$ cat config.mk
export PLATFORM = sky130hd
export DESIGN_NAME = uart_rx_byte
export DESIGN_NICKNAME = d
export VERILOG_FILES = /design/src/rtl/uart_rx_byte.sv
export SDC_FILE = /design/constraint.sdc
export NUM_CORES = 1
export LEC_CHECK = 0
export CAP_MARGIN = 10
export CORE_ASPECT_RATIO = 1.1
export CORE_MARGIN = 1.5
export CORE_UTILIZATION = 55
export CTS_CLUSTER_DIAMETER = 30
export DETAILED_ROUTE_END_ITERATION = 10
export HOLD_SLACK_MARGIN = 0.08
export PLACE_DENSITY = 0.76
export RECOVER_POWER = 50
export SYNTH_ARGS = -nofsm -noshare
export SYNTH_HDL_FRONTEND = slang
export SYNTH_SLANG_ARGS = --single-unit
$ cat constraint.sdc
create_clock -name clk -period 4.2 [get_ports clk]
set_input_delay 0.63 -clock clk [delete_from_list [all_inputs] [get_ports clk]]
set_output_delay 0.63 -clock clk [all_outputs]
set_load 0.1 [all_outputs]
$ cat src/rtl/uart_rx_byte.sv
// uart_rx_byte: serial-to-byte receiver feeding the command decoder.
// Reassembles 8N1 frames from the asynchronous rx line and presents each good
// byte on a held data_out bus with a one-cycle data_valid strobe. Framing and
// parity faults pulse an error flag and the faulty byte is dropped.
// Optional feature macro: UART_RX_PARITY_EN adds an even-parity bit between
// the last data bit and the stop bit (8E1 framing).
module uart_rx_byte #(
  parameter int CLKS_PER_BIT = 5208
) (
  input  logic       clk,
  input  logic       reset,
  input  logic       rx,
  output logic [7:0] data_out,
  output logic       data_valid,
  output logic       frame_err,
  output logic       parity_err,
  output logic       busy
);

  localparam int CW   = $clog2(CLKS_PER_BIT);
  localparam int HALF = CLKS_PER_BIT / 2;

  localparam logic [CW-1:0] CNT_HALF = CW'(HALF - 1);
  localparam logic [CW-1:0] CNT_LAST = CW'(CLKS_PER_BIT - 1);
  localparam logic [CW-1:0] CNT_ONE  = CW'(1);

  localparam logic [2:0] IDLE      = 3'd0;
  localparam logic [2:0] START     = 3'd1;
  localparam logic [2:0] DATA      = 3'd2;
`ifdef UART_RX_PARITY_EN
  localparam logic [2:0] PARITY    = 3'd3;
`endif
  localparam logic [2:0] STOP      = 3'd4;
  localparam logic [2:0] WAIT_HIGH = 3'd5;

`ifdef UART_RX_PARITY_EN
  localparam logic [2:0] AFTER_DATA = PARITY;
`else
  localparam logic [2:0] AFTER_DATA = STOP;
`endif

  logic          rx_meta;
  logic          rx_s;
  logic [2:0]    state;
  logic [CW-1:0] cnt;
  logic [2:0]    bit_idx;
  logic [7:0]    shreg;
  logic          bit_done;
  logic          parity_bad;

`ifdef UART_RX_PARITY_EN
  logic parity_bit;
  logic parity_err_q;

  assign parity_bad = (^shreg) ^ parity_bit;
  assign parity_err = parity_err_q;
`else
  assign parity_bad = 1'b0;
  assign parity_err = 1'b0;
`endif

  assign bit_done = (cnt == CNT_LAST);
  assign busy     = (state != IDLE);

  // Two-flop synchroniser; flops come out of reset at the idle line level so
  // a reset never manufactures a falling edge.
  always_ff @(posedge clk) begin
    if (!reset) begin
      rx_meta <= 1'b1;
      rx_s    <= 1'b1;
    end else begin
      rx_meta <= rx;
      rx_s    <= rx_meta;
    end
  end

  // Frame state machine: bit timing, shift register, output strobes.
  always_ff @(posedge clk) begin
    if (!reset) begin
      state      <= IDLE;
      cnt        <= '0;
      bit_idx    <= 3'd0;
      shreg      <= 8'h00;
      data_out   <= 8'h00;
      data_valid <= 1'b0;
      frame_err  <= 1'b0;
`ifdef UART_RX_PARITY_EN
      parity_bit   <= 1'b0;
      parity_err_q <= 1'b0;
`endif
    end else begin
      data_valid <= 1'b0;
      frame_err  <= 1'b0;
`ifdef UART_RX_PARITY_EN
      parity_err_q <= 1'b0;
`endif
      case (state)
        IDLE: begin
          cnt <= '0;
          if (!rx_s) begin
            state <= START;
          end
        end

        START: begin
          if (cnt == CNT_HALF) begin
            cnt <= '0;
            if (!rx_s) begin
              state   <= DATA;
              bit_idx <= 3'd0;
            end else begin
              state <= IDLE;
            end
          end else begin
            cnt <= cnt + CNT_ONE;
          end
        end

        DATA: begin
          if (bit_done) begin
            cnt            <= '0;
            shreg[bit_idx] <= rx_s;
            if (bit_idx == 3'd7) begin
              bit_idx <= 3'd0;
              state   <= AFTER_DATA;
            end else begin
              bit_idx <= bit_idx + 3'd1;
            end
          end else begin
            cnt <= cnt + CNT_ONE;
          end
        end

`ifdef UART_RX_PARITY_EN
        PARITY: begin
          if (bit_done) begin
            cnt        <= '0;
            parity_bit <= rx_s;
            state      <= STOP;
          end else begin
            cnt <= cnt + CNT_ONE;
          end
        end
`endif

        STOP: begin
          if (bit_done) begin
            cnt <= '0;
            if (rx_s) begin
              state <= IDLE;
              if (parity_bad) begin
`ifdef UART_RX_PARITY_EN
                parity_err_q <= 1'b1;
`endif
              end else begin
                data_out   <= shreg;
                data_valid <= 1'b1;
              end
            end else begin
              frame_err <= 1'b1;
              state     <= WAIT_HIGH;
            end
          end else begin
            cnt <= cnt + CNT_ONE;
          end
        end

        WAIT_HIGH: begin
          cnt <= '0;
          if (rx_s) begin
            state <= IDLE;
          end
        end

        default: begin
          cnt   <= '0;
          state <= IDLE;
        end
      endcase
    end
  end

endmodule

==> impl_metrics.env, run 1 <==
export IMPL_insertion_delay_ns=0.35
export IMPL_r2r_end="shreg[6]$_SDFFE_PN0P_"
export IMPL_yosys_top_cells_area="dfxtp_1 (40%), mux2i_1 (9.7%), nor3b_1 (5.0%), nand2_1 (4.0%), xnor2_1 (4.0%)"
export IMPL_p_leak_uw=0.000745
export IMPL_synth_top_cells_by_count="dfxtp_1 (39), nand2_1 (21), mux2i_1 (19)"
export IMPL_ys_seq_elements=39
export IMPL_cts_sinks=39
export IMPL_synth_compound_area_share_pct=6.36
export IMPL_ys_seq_area_share_pct=39.7
export IMPL_drc=0
export IMPL_synth_cell_area_um2=1970
export IMPL_yosys_area_share_adder_pct=1.91
export IMPL_grt_pass1_wl_mm=6.26
export IMPL_cp_max_fo=14
export IMPL_worst_slew_pin_transition_ns=0.972
export IMPL_io_pins=15
export IMPL_fmax_ghz=0.354
export IMPL_power_total_uw=779
export IMPL_synthDistinctLibCells=49
export IMPL_synthMuxAreaShare_pct=9.67
export IMPL_ff2ff_setup_slack_ns=1.98
export IMPL_slowest_delay_ns=1.12
export IMPL_path_clk_slew_ns=0.10
export IMPL_vdd_ir_drop_max_mv=0.182
export IMPL_diodes=0
export IMPL_dieWidth_um=60.0
export IMPL_crit_end="busy"
export IMPL_syn_num_nets=206
export IMPL_wl_per_cell_um=14.0
export IMPL_seqPwrFrac_pct=50.6
export IMPL_synth_main_ff_cell="dfxtp_1"
export IMPL_fp_row_count=22
export IMPL_p_int_uw=554
export IMPL_finClkSkew_ns=0.0154
export IMPL_clockRootBuffer="clkbuf_4"
export IMPL_worst_path_max_delay_cell="clkdlybuf4s50_1"
export IMPL_p_clk_share_pct=31.1
export IMPL_drt_total_wl_mm=3.60
export IMPL_setup_viol=0
export IMPL_required_ns=3.57
export IMPL_port_buffers=13
export IMPL_dpl_cell_area_um2=2110
export IMPL_cts_made_buffers=5
export IMPL_synth_top_area_cell="dfxtp_1"
export IMPL_synth_edff_count=0
export IMPL_clk_path_buf_depth=2
export IMPL_status="complete, no violations"
export IMPL_synth_warnings=0
export IMPL_hp_class="flop to flop"
export IMPL_reg2reg_from="state[1]$_SDFFE_PN0P_"
export IMPL_r2r_cells=4
export IMPL_num_vias=1461
export IMPL_die_h_um=65.7
export IMPL_hold_slack_ns=0.419
export IMPL_final_area_um2=2170
export IMPL_startpoint="state[1]$_SDFFE_PN0P_"
export IMPL_sw_frac_of_total_pct=28.9
export IMPL_max_slew_margin_pct=35.0
export IMPL_dr_first_iter_drc_count=52
export IMPL_grt_usage_pct=21.2
export IMPL_pwr_density_cell_nw_per_um2=359
export IMPL_syn_inst=200
export IMPL_critPathLaunchType="flop"
export IMPL_synth_top_family_by_area="simple AND/OR/NAND/NOR gates"
export IMPL_drive_above_1_share_pct=8.57
export IMPL_start_util_pct=58.1
export IMPL_grt_max_degree=24
export IMPL_report_final_slew_viol_count=0
export IMPL_avgSynthCellArea_um2=9.83
export IMPL_worstPathCellList="or3_1 > clkdlybuf4s50_1"
export IMPL_overflow=0
export IMPL_synthSimpleGateAreaFrac_pct=33.0
export IMPL_utilization_pct=64.0
export IMPL_cts_resized=0
export IMPL_viasPerCell=5.66
export IMPL_hold_buffers=0
export IMPL_ant_nets=0
export IMPL_period_share_pct=67.3
export IMPL_yosysMostFrequentCell="dfxtp_1"
export IMPL_h_tree_depth=2
export IMPL_areaGrowthSynthToFinish_pct=10.2
export IMPL_cp_end_kind="primary output"
export IMPL_p_switching_uw=225
export IMPL_comb_power_share_pct=18.3
export IMPL_gp_congestion=0.793
export IMPL_grt_pass1_vias=1380
export IMPL_setup_worst_path_class="flop to primary output"
export IMPL_drv_cap=0
export IMPL_hpwl_mm=2.55
export IMPL_design_core_area_um2=3390
export IMPL_fin_crit_ns=2.83
export IMPL_async_flop_share_pct=0
export IMPL_fill_cells=294
export IMPL_worstPathArrival_ns=2.20
export IMPL_dr_pass1_iters=4
export IMPL_rsz0062_at_grt="false"
export IMPL_finalHoldViolations=0
export IMPL_cts_tree="done"
export IMPL_dieArea_um2=3940
export IMPL_post_cts_buffers=0
export IMPL_antenna_found_initial=0
export IMPL_finalSetupTns_ns=0
export IMPL_final_nets=216
export IMPL_synth_top_area_share_pct=39.7
export IMPL_synthXorXnorAreaFrac_pct=5.34
## final cells by class
type / instances / area, um^2 / share of cell area, %
multi-input cells: 145 / 1100 / 50.7
flip-flops and latches: 39 / 781 / 36.0
repair buffers: 14 / 134 / 6.18
well taps: 48 / 60.1 / 2.77
clock buffers: 5 / 37.5 / 1.73
clock inverters: 2 / 37.5 / 1.73
inverters: 5 / 18.8 / 0.866
## worst min-delay path by stage
| stage | cells after the start | start | end | slack [ns] |
|---|---|---|---|---|
| final | 1 | rx_meta$_SDFF_PN1_ | rx_s$_SDFF_PN1_ | 0.42 |
| after global routing | 1 | rx_meta$_SDFF_PN1_ | rx_s$_SDFF_PN1_ | 0.43 |
| after CTS | 1 | rx_meta$_SDFF_PN1_ | rx_s$_SDFF_PN1_ | 0.42 |
| after detailed placement | 1 | rx_meta$_SDFF_PN1_ | rx_s$_SDFF_PN1_ | 0.40 |
| after global placement | 1 | rx_meta$_SDFF_PN1_ | rx_s$_SDFF_PN1_ | 0.40 |
| after floorplan | 1 | rx_meta$_SDFF_PN1_ | rx_s$_SDFF_PN1_ | 0.39 |
## power by group through the flow
stage	Sequential, uW	Combinational (uW)	Clock (uW)
6_report	394	142	242
5_1_grt	397	154	267
4_1_cts	395	145	248
3_5_place_dp	403	144	0
3_3_place_gp	401	142	0
2_1_floorplan	392	139	0
## metrics by stage
stage	worst slack [ns]	std cells
floorplan	2.22	200
global placement	1.80	251
detailed placement	1.75	251
CTS	1.36	258
global route	1.26	258
finish	1.37	258
## flip-flops by register name, summed over array words and instances (netlist names)
| signal | cells |
|---|---|
| cnt | 13 |
| data_out | 8 |
| shreg | 8 |
| bit_idx | 3 |
| state | 3 |
| data_valid | 1 |
| frame_err | 1 |
| rx_meta | 1 |
| rx_s | 1 |
## critical path, delay by kind of cell (launching register included)
kind	cells	cell delay (ns)
buffers and inverters	1	1.12
flip-flops	1	0.57
AND/OR/NAND/NOR	1	0.17
## cells in the final DEF (no fill, tap or decap), types with 2 or more instances in the layout
cell              n
and3_1            2
and3b_1           2
clkbuf_4          5
clkdlybuf4s50_1  12
dfxtp_1          39
ha_1              3
inv_1             5
mux2i_1          19
nand2_1          21
nand2b_1          3
nand3_1           7
nand4_1           4
nor2_1            4
nor2b_1          10
nor3_1            5
nor3b_1          14
nor4_1            5
nor4b_1           3
nor4bb_1          4
o311ai_0          2
o41ai_1           2
xnor2_1           9
xor2_1            3
## cell families (layout without fill, tap and decap cells)
family | Yosys count | in the layout
and+or+nand+nor | 97 | 97
DFF | 39 | 39
muxes | 19 | 19
buffers and inverters | 16 | 26
AOI/OAI and AO/OA | 13 | 13
xor gates and xnor gates | 12 | 12
adders and majority gates | 3 | 3
other | 1 | 1
## metal layers
metal / up-vias / global-route usage [%] / share of wire, %
met5: - / 0 / 0
met4: 0 / 9.17 / 1.8
met3: 7 / 6.89 / 3.8
met2: 17 / 33.8 / 49
met1: 692 / 25.8 / 45
li1: 745 / - / -
(Power assumes the default switching activity.)
==> run 2: changes to the inputs <==
- CORE_UTILIZATION: 55 -> 52
- PLACE_DENSITY: 0.76 -> 0.75
- clock period: 4.2 -> 2.25 ns (I/O delays scaled with it)
==> impl_metrics.env, run 2 (synthesized netlist as in run 1, its figures left out) <==
export IMPL_p_clk_share_pct=36.7
export IMPL_status="complete, no violations"
export IMPL_comb_power_share_pct=16.7
export IMPL_grt_max_degree=23
export IMPL_drc=0
export IMPL_design_core_area_um2=3630
export IMPL_path_clk_slew_ns=0.08
export IMPL_fp_row_count=23
export IMPL_finalSetupTns_ns=0
export IMPL_clk_path_buf_depth=2
export IMPL_sw_frac_of_total_pct=28.6
export IMPL_setup_worst_path_class="flop to flop"
export IMPL_top_register="cnt"
export IMPL_viasPerCell=5.64
export IMPL_hold_path_end="rx_s$_SDFF_PN1_"
export IMPL_cts_tree="done"
export IMPL_min_from="rx_meta$_SDFF_PN1_"
export IMPL_vdd_ir_drop_max_mv=0.507
export IMPL_grt_pass1_vias=1436
export IMPL_num_vias=1489
export IMPL_period_share_pct=87.7
export IMPL_cp_max_fo=10
export IMPL_utilization_pct=59.8
export IMPL_startpoint="cnt[0]$_SDFF_PN0_"
export IMPL_port_buffers=13
export IMPL_hold_buffers=0
export IMPL_wl_per_cell_um=14.3
export IMPL_fmax_ghz=0.507
export IMPL_clockRootBuffer="clkbuf_8"
export IMPL_diodes=0
export IMPL_holdPathStages=1
export IMPL_cts_sinks=39
export IMPL_antenna_found_initial=0
export IMPL_hpwl_mm=2.68
export IMPL_fill_cells=340
export IMPL_final_nets=219
export IMPL_r2r_end="shreg[7]$_SDFFE_PN0P_"
export IMPL_drive_above_1_share_pct=11.2
export IMPL_dr_pass1_iters=4
export IMPL_fin_crit_ns=1.97
export IMPL_seqPwrFrac_pct=46.6
export IMPL_insertion_delay_ns=0.29
export IMPL_instances_no_fill=264
export IMPL_drv_cap=0
export IMPL_overflow=0
export IMPL_h_tree_depth=2
export IMPL_start_util_pct=54.2
export IMPL_worst_slew_pin_transition_ns=1.17
export IMPL_ff2ff_setup_slack_ns=0.28
export IMPL_grt_usage_pct=20.4
export IMPL_finClkSkew_ns=0.00431
export IMPL_layout_commonest_cell="dfxtp_1"
export IMPL_worstPathArrival_ns=2.14
export IMPL_max_slew_margin_pct=22.3
export IMPL_pwr_density_cell_nw_per_um2=729
export IMPL_drt_total_wl_mm=3.78
export IMPL_post_cts_buffers=0
export IMPL_grt_pass1_wl_mm=6.27
export IMPL_dr_first_iter_drc_count=52
export IMPL_dieWidth_um=61.6
export IMPL_critPathLaunchType="flop"
export IMPL_dieArea_um2=4160
export IMPL_cts_made_buffers=5
export IMPL_largestRegisters="cnt x13, data_out x8, shreg x8"
export IMPL_gp_congestion=0.837
export IMPL_largest_reg_flops=13
export IMPL_setup_viol=0
export IMPL_io_pins=15
export IMPL_report_final_slew_viol_count=0
export IMPL_cp_end_kind="flop"
export IMPL_die_h_um=67.5
export IMPL_finalHoldViolations=0
export IMPL_rsz0062_at_grt="false"
export IMPL_dp_cells=256
export IMPL_areaGrowthSynthToFinish_pct=10.2
export IMPL_hold_slack_ns=0.413
export IMPL_cts_resized=0
export IMPL_required_ns=2.41
export IMPL_hp_class="flop to flop"
export IMPL_p_int_uw=1130
export IMPL_final_cell_mix="dfxtp_1 (39), nand2_1 (21), mux2i_1 (19)"
export IMPL_p_leak_uw=0.000772
export IMPL_reg2reg_from="cnt[0]$_SDFF_PN0_"
export IMPL_ant_nets=0
export IMPL_r2r_cells=5
export IMPL_p_switching_uw=453
==> run 2: cell types whose count changed in the layout (fill, tap and decap cells not counted), moves of 3 or more <==
| cell | change |
|---|---|
| clkbuf_8 | +5 |
| clkdlybuf4s50_1 | -11 |
| buf_4 | +3 |
| clkbuf_1 | +10 |
| clkbuf_4 | -5 |
==> run 2: area by class of cell <==
| class | count | area (um^2) | share of cell area (%) |
|---|---|---|---|
| Timing Repair Buffer | 17 | 88.8 | 4.10 |
| Clock buffer | 5 | 68.8 | 3.17 |
| Clock inverter | 3 | 43.8 | 2.02 |
| Sequential cell | 39 | 781 | 36.0 |
| Multi-Input combinational cell | 145 | 1100 | 51.0 |
| Inverter | 5 | 18.8 | 0.866 |
| Tap cell | 50 | 62.6 | 2.89 |
==> run 2: power by group through the flow <==
stage | Combinational, uW | Sequential, uW | Clock, uW
2_1_floorplan | 259 | 732 | 0
3_3_place_gp | 262 | 751 | 0
3_5_place_dp | 271 | 753 | 0
4_1_cts | 275 | 737 | 591
5_1_grt | 281 | 740 | 614
6_report | 264 | 737 | 580
==> run 2: worst max-delay path: stages, from the launching register on <==
cell and delay (ns):
dfxtp_1 0.41, ha_1 0.30, and4b_1 0.33, nand4_2 0.26
o311ai_0 0.40, o41ai_1 0.15
==> run 2: how the worst max path moves through the flow <==
stage,endpoint,slack [ns],depth (start not counted)
floorplan,bit_idx[0]$_SDFFE_PN0P_,0.54,5
global placement,shreg[6]$_SDFFE_PN0P_,0.43,5
detailed placement,bit_idx[0]$_SDFFE_PN0P_,0.30,5
CTS,bit_idx[0]$_SDFFE_PN0P_,0.28,5
global route,bit_idx[0]$_SDFFE_PN0P_,0.1,5
finish,shreg[7]$_SDFFE_PN0P_,0.28,5
==> run 2: per-layer routing <==
metal	track usage (%)	part of all wire [%]	vias to the layer above
met1	23.7	45	725
li1	-	-	747
met2	35.0	51	11
met3	5.17	2.1	6
met4	8.24	1.6	0
met5	0	0	-
==> run 2: stage by stage <==
step / instance area [um^2] / power (uW) / worst slack [ns]
2_1_floorplan: 1970 / 991 / 0.540
3_3_place_gp: 2100 / 1010 / 0.426
3_5_place_dp: 2100 / 1020 / 0.305
4_1_cts: 2220 / 1600 / 0.280
5_1_grt: 2170 / 1640 / 0.0977
6_report: 2170 / 1580 / 0.276
==> run 3: changes to the inputs <==
- PLACE_DENSITY: 0.75 -> 0.84
==> impl_metrics.env, run 3 (synthesized netlist as in run 1, its figures left out) <==
export IMPL_period_share_pct=92.8
export IMPL_rsz0062_at_grt="false"
export IMPL_cp_end_kind="flop"
export IMPL_port_buffers=13
export IMPL_path_clk_slew_ns=0.08
export IMPL_final_cell_mix="dfxtp_1 (39), nand2_1 (21), mux2i_1 (19)"
export IMPL_status="complete, no violations"
export IMPL_dpl_worst_slack_ns=0.268
export IMPL_h_tree_depth=2
export IMPL_clockRootBuffer="clkbuf_8"
export IMPL_insertion_delay_ns=0.30
export IMPL_wl_per_cell_um=13.0
export IMPL_top_register="cnt"
export IMPL_drv_cap=0
export IMPL_dr_pass1_iters=4
export IMPL_io_pins=15
export IMPL_r2r_cells=4
export IMPL_dieArea_um2=4160
export IMPL_hpwl_mm=2.33
export IMPL_worstPathArrival_ns=2.28
export IMPL_setup_viol=0
export IMPL_fp_row_count=23
export IMPL_max_slew_margin_pct=22.2
export IMPL_fin_crit_ns=2.09
export IMPL_cts_made_buffers=5
export IMPL_antenna_found_initial=0
export IMPL_gp_congestion=0.842
export IMPL_clk_path_buf_depth=2
export IMPL_grt_pass1_wl_mm=6.22
export IMPL_holdPathStages=1
export IMPL_hold_path_end="rx_s$_SDFF_PN1_"
export IMPL_drive_above_1_share_pct=10.7
export IMPL_min_from="rx_meta$_SDFF_PN1_"
export IMPL_worst_slew_pin_transition_ns=1.17
export IMPL_drt_total_wl_mm=3.43
export IMPL_pwr_density_cell_nw_per_um2=695
export IMPL_largest_reg_flops=13
export IMPL_viasPerCell=5.58
export IMPL_ant_nets=0
export IMPL_dr_first_iter_drc_count=62
export IMPL_design_core_area_um2=3630
export IMPL_critPathLaunchType="flop"
export IMPL_hold_buffers=0
export IMPL_largestRegisters="cnt x13, data_out x8, shreg x8"
export IMPL_grt_max_degree=19
export IMPL_diodes=0
export IMPL_final_setup_worst_slack_ns=0.161
export IMPL_finalSetupTns_ns=0
export IMPL_reg2reg_from="cnt[3]$_SDFF_PN0_"
export IMPL_vdd_ir_drop_max_mv=0.569
export IMPL_finalHoldViolations=0
export IMPL_num_vias=1472
export IMPL_layout_commonest_cell="dfxtp_1"
export IMPL_fill_cells=348
export IMPL_required_ns=2.45
export IMPL_grt_pass1_vias=1365
export IMPL_post_cts_buffers=0
export IMPL_die_h_um=67.5
export IMPL_finClkSkew_ns=0.00796
export IMPL_hp_class="flop to flop"
export IMPL_start_util_pct=54.2
export IMPL_cts_sinks=39
export IMPL_dieWidth_um=61.6
export IMPL_final_nets=219
export IMPL_overflow=0
export IMPL_ff2ff_setup_slack_ns=0.16
export IMPL_cp_max_fo=13
export IMPL_instances_no_fill=264
export IMPL_setup_worst_path_class="flop to flop"
export IMPL_cts_tree="done"
export IMPL_dp_cells=256
export IMPL_fmax_ghz=0.479
export IMPL_grt_usage_pct=20.0
export IMPL_areaGrowthSynthToFinish_pct=8.65
export IMPL_drc=0
export IMPL_report_final_slew_viol_count=0
export IMPL_cts_resized=0
export IMPL_r2r_end="cnt[1]$_SDFF_PN0_"
export IMPL_p_leak_uw=0.000734
-- run 3: power by group --
group / total (uW) / internal [uW] / switching [uW] / leakage (uW)
logic: 260 / 96.2 / 164 / 0.000375
clock network: 486 / 221 / 265 / 0.0000443
registers: 738 / 705 / 33.6 / 0.000315
-- run 3: final cells by class --
class                           instances  area, um^2  area share (%)
Sequential cell                        39         781            36.5
Tap cell                               50        62.6            2.93
Timing Repair Buffer                   17        88.8            4.16
Inverter                                5        18.8           0.878
Clock inverter                          3        25.0            1.17
Clock buffer                            5        68.8            3.22
Multi-Input combinational cell        145        1090            51.1
-- run 3: per-layer routing --
layer / GRT usage, % / vias to the layer above / wire [um]
met2: 29.7 / 26 / 1570
met5: 0 / - / 0
met3: 5.75 / 5 / 153
li1: - / 747 / -
met1: 27.5 / 694 / 1650
met4: 7.45 / 0 / 61
-- run 3: worst max path at each step --
stage,depth (start not counted),start,endpoint
after detailed placement,5,cnt[0]$_SDFF_PN0_,bit_idx[2]$_SDFFE_PN0P_
after CTS,5,cnt[0]$_SDFF_PN0_,bit_idx[2]$_SDFFE_PN0P_
after global placement,4,state[1]$_SDFFE_PN0P_,shreg[2]$_SDFFE_PN0P_
after floorplan,5,cnt[0]$_SDFF_PN0_,bit_idx[0]$_SDFFE_PN0P_
final,4,cnt[3]$_SDFF_PN0_,cnt[1]$_SDFF_PN0_
after global routing,4,cnt[3]$_SDFF_PN0_,cnt[1]$_SDFF_PN0_
-- run 3: through the flow --
step	util (%)	hold slack [ns]	power (uW)	instance area [um^2]
2_1_floorplan	-	0.386	991	1970
3_3_place_gp	58.0	0.395	1020	2100
3_5_place_dp	58.0	0.398	1030	2100
4_1_cts	60.6	0.407	1500	2200
5_1_grt	58.9	0.426	1550	2140
6_report	58.9	0.401	1480	2140
-- run 3: critical path: stages (launching register included) --
cell     delay, ns
dfxtp_1       0.40
or4b_4        0.55
nor3_1        0.54
o21a_4        0.31
and3b_1       0.19
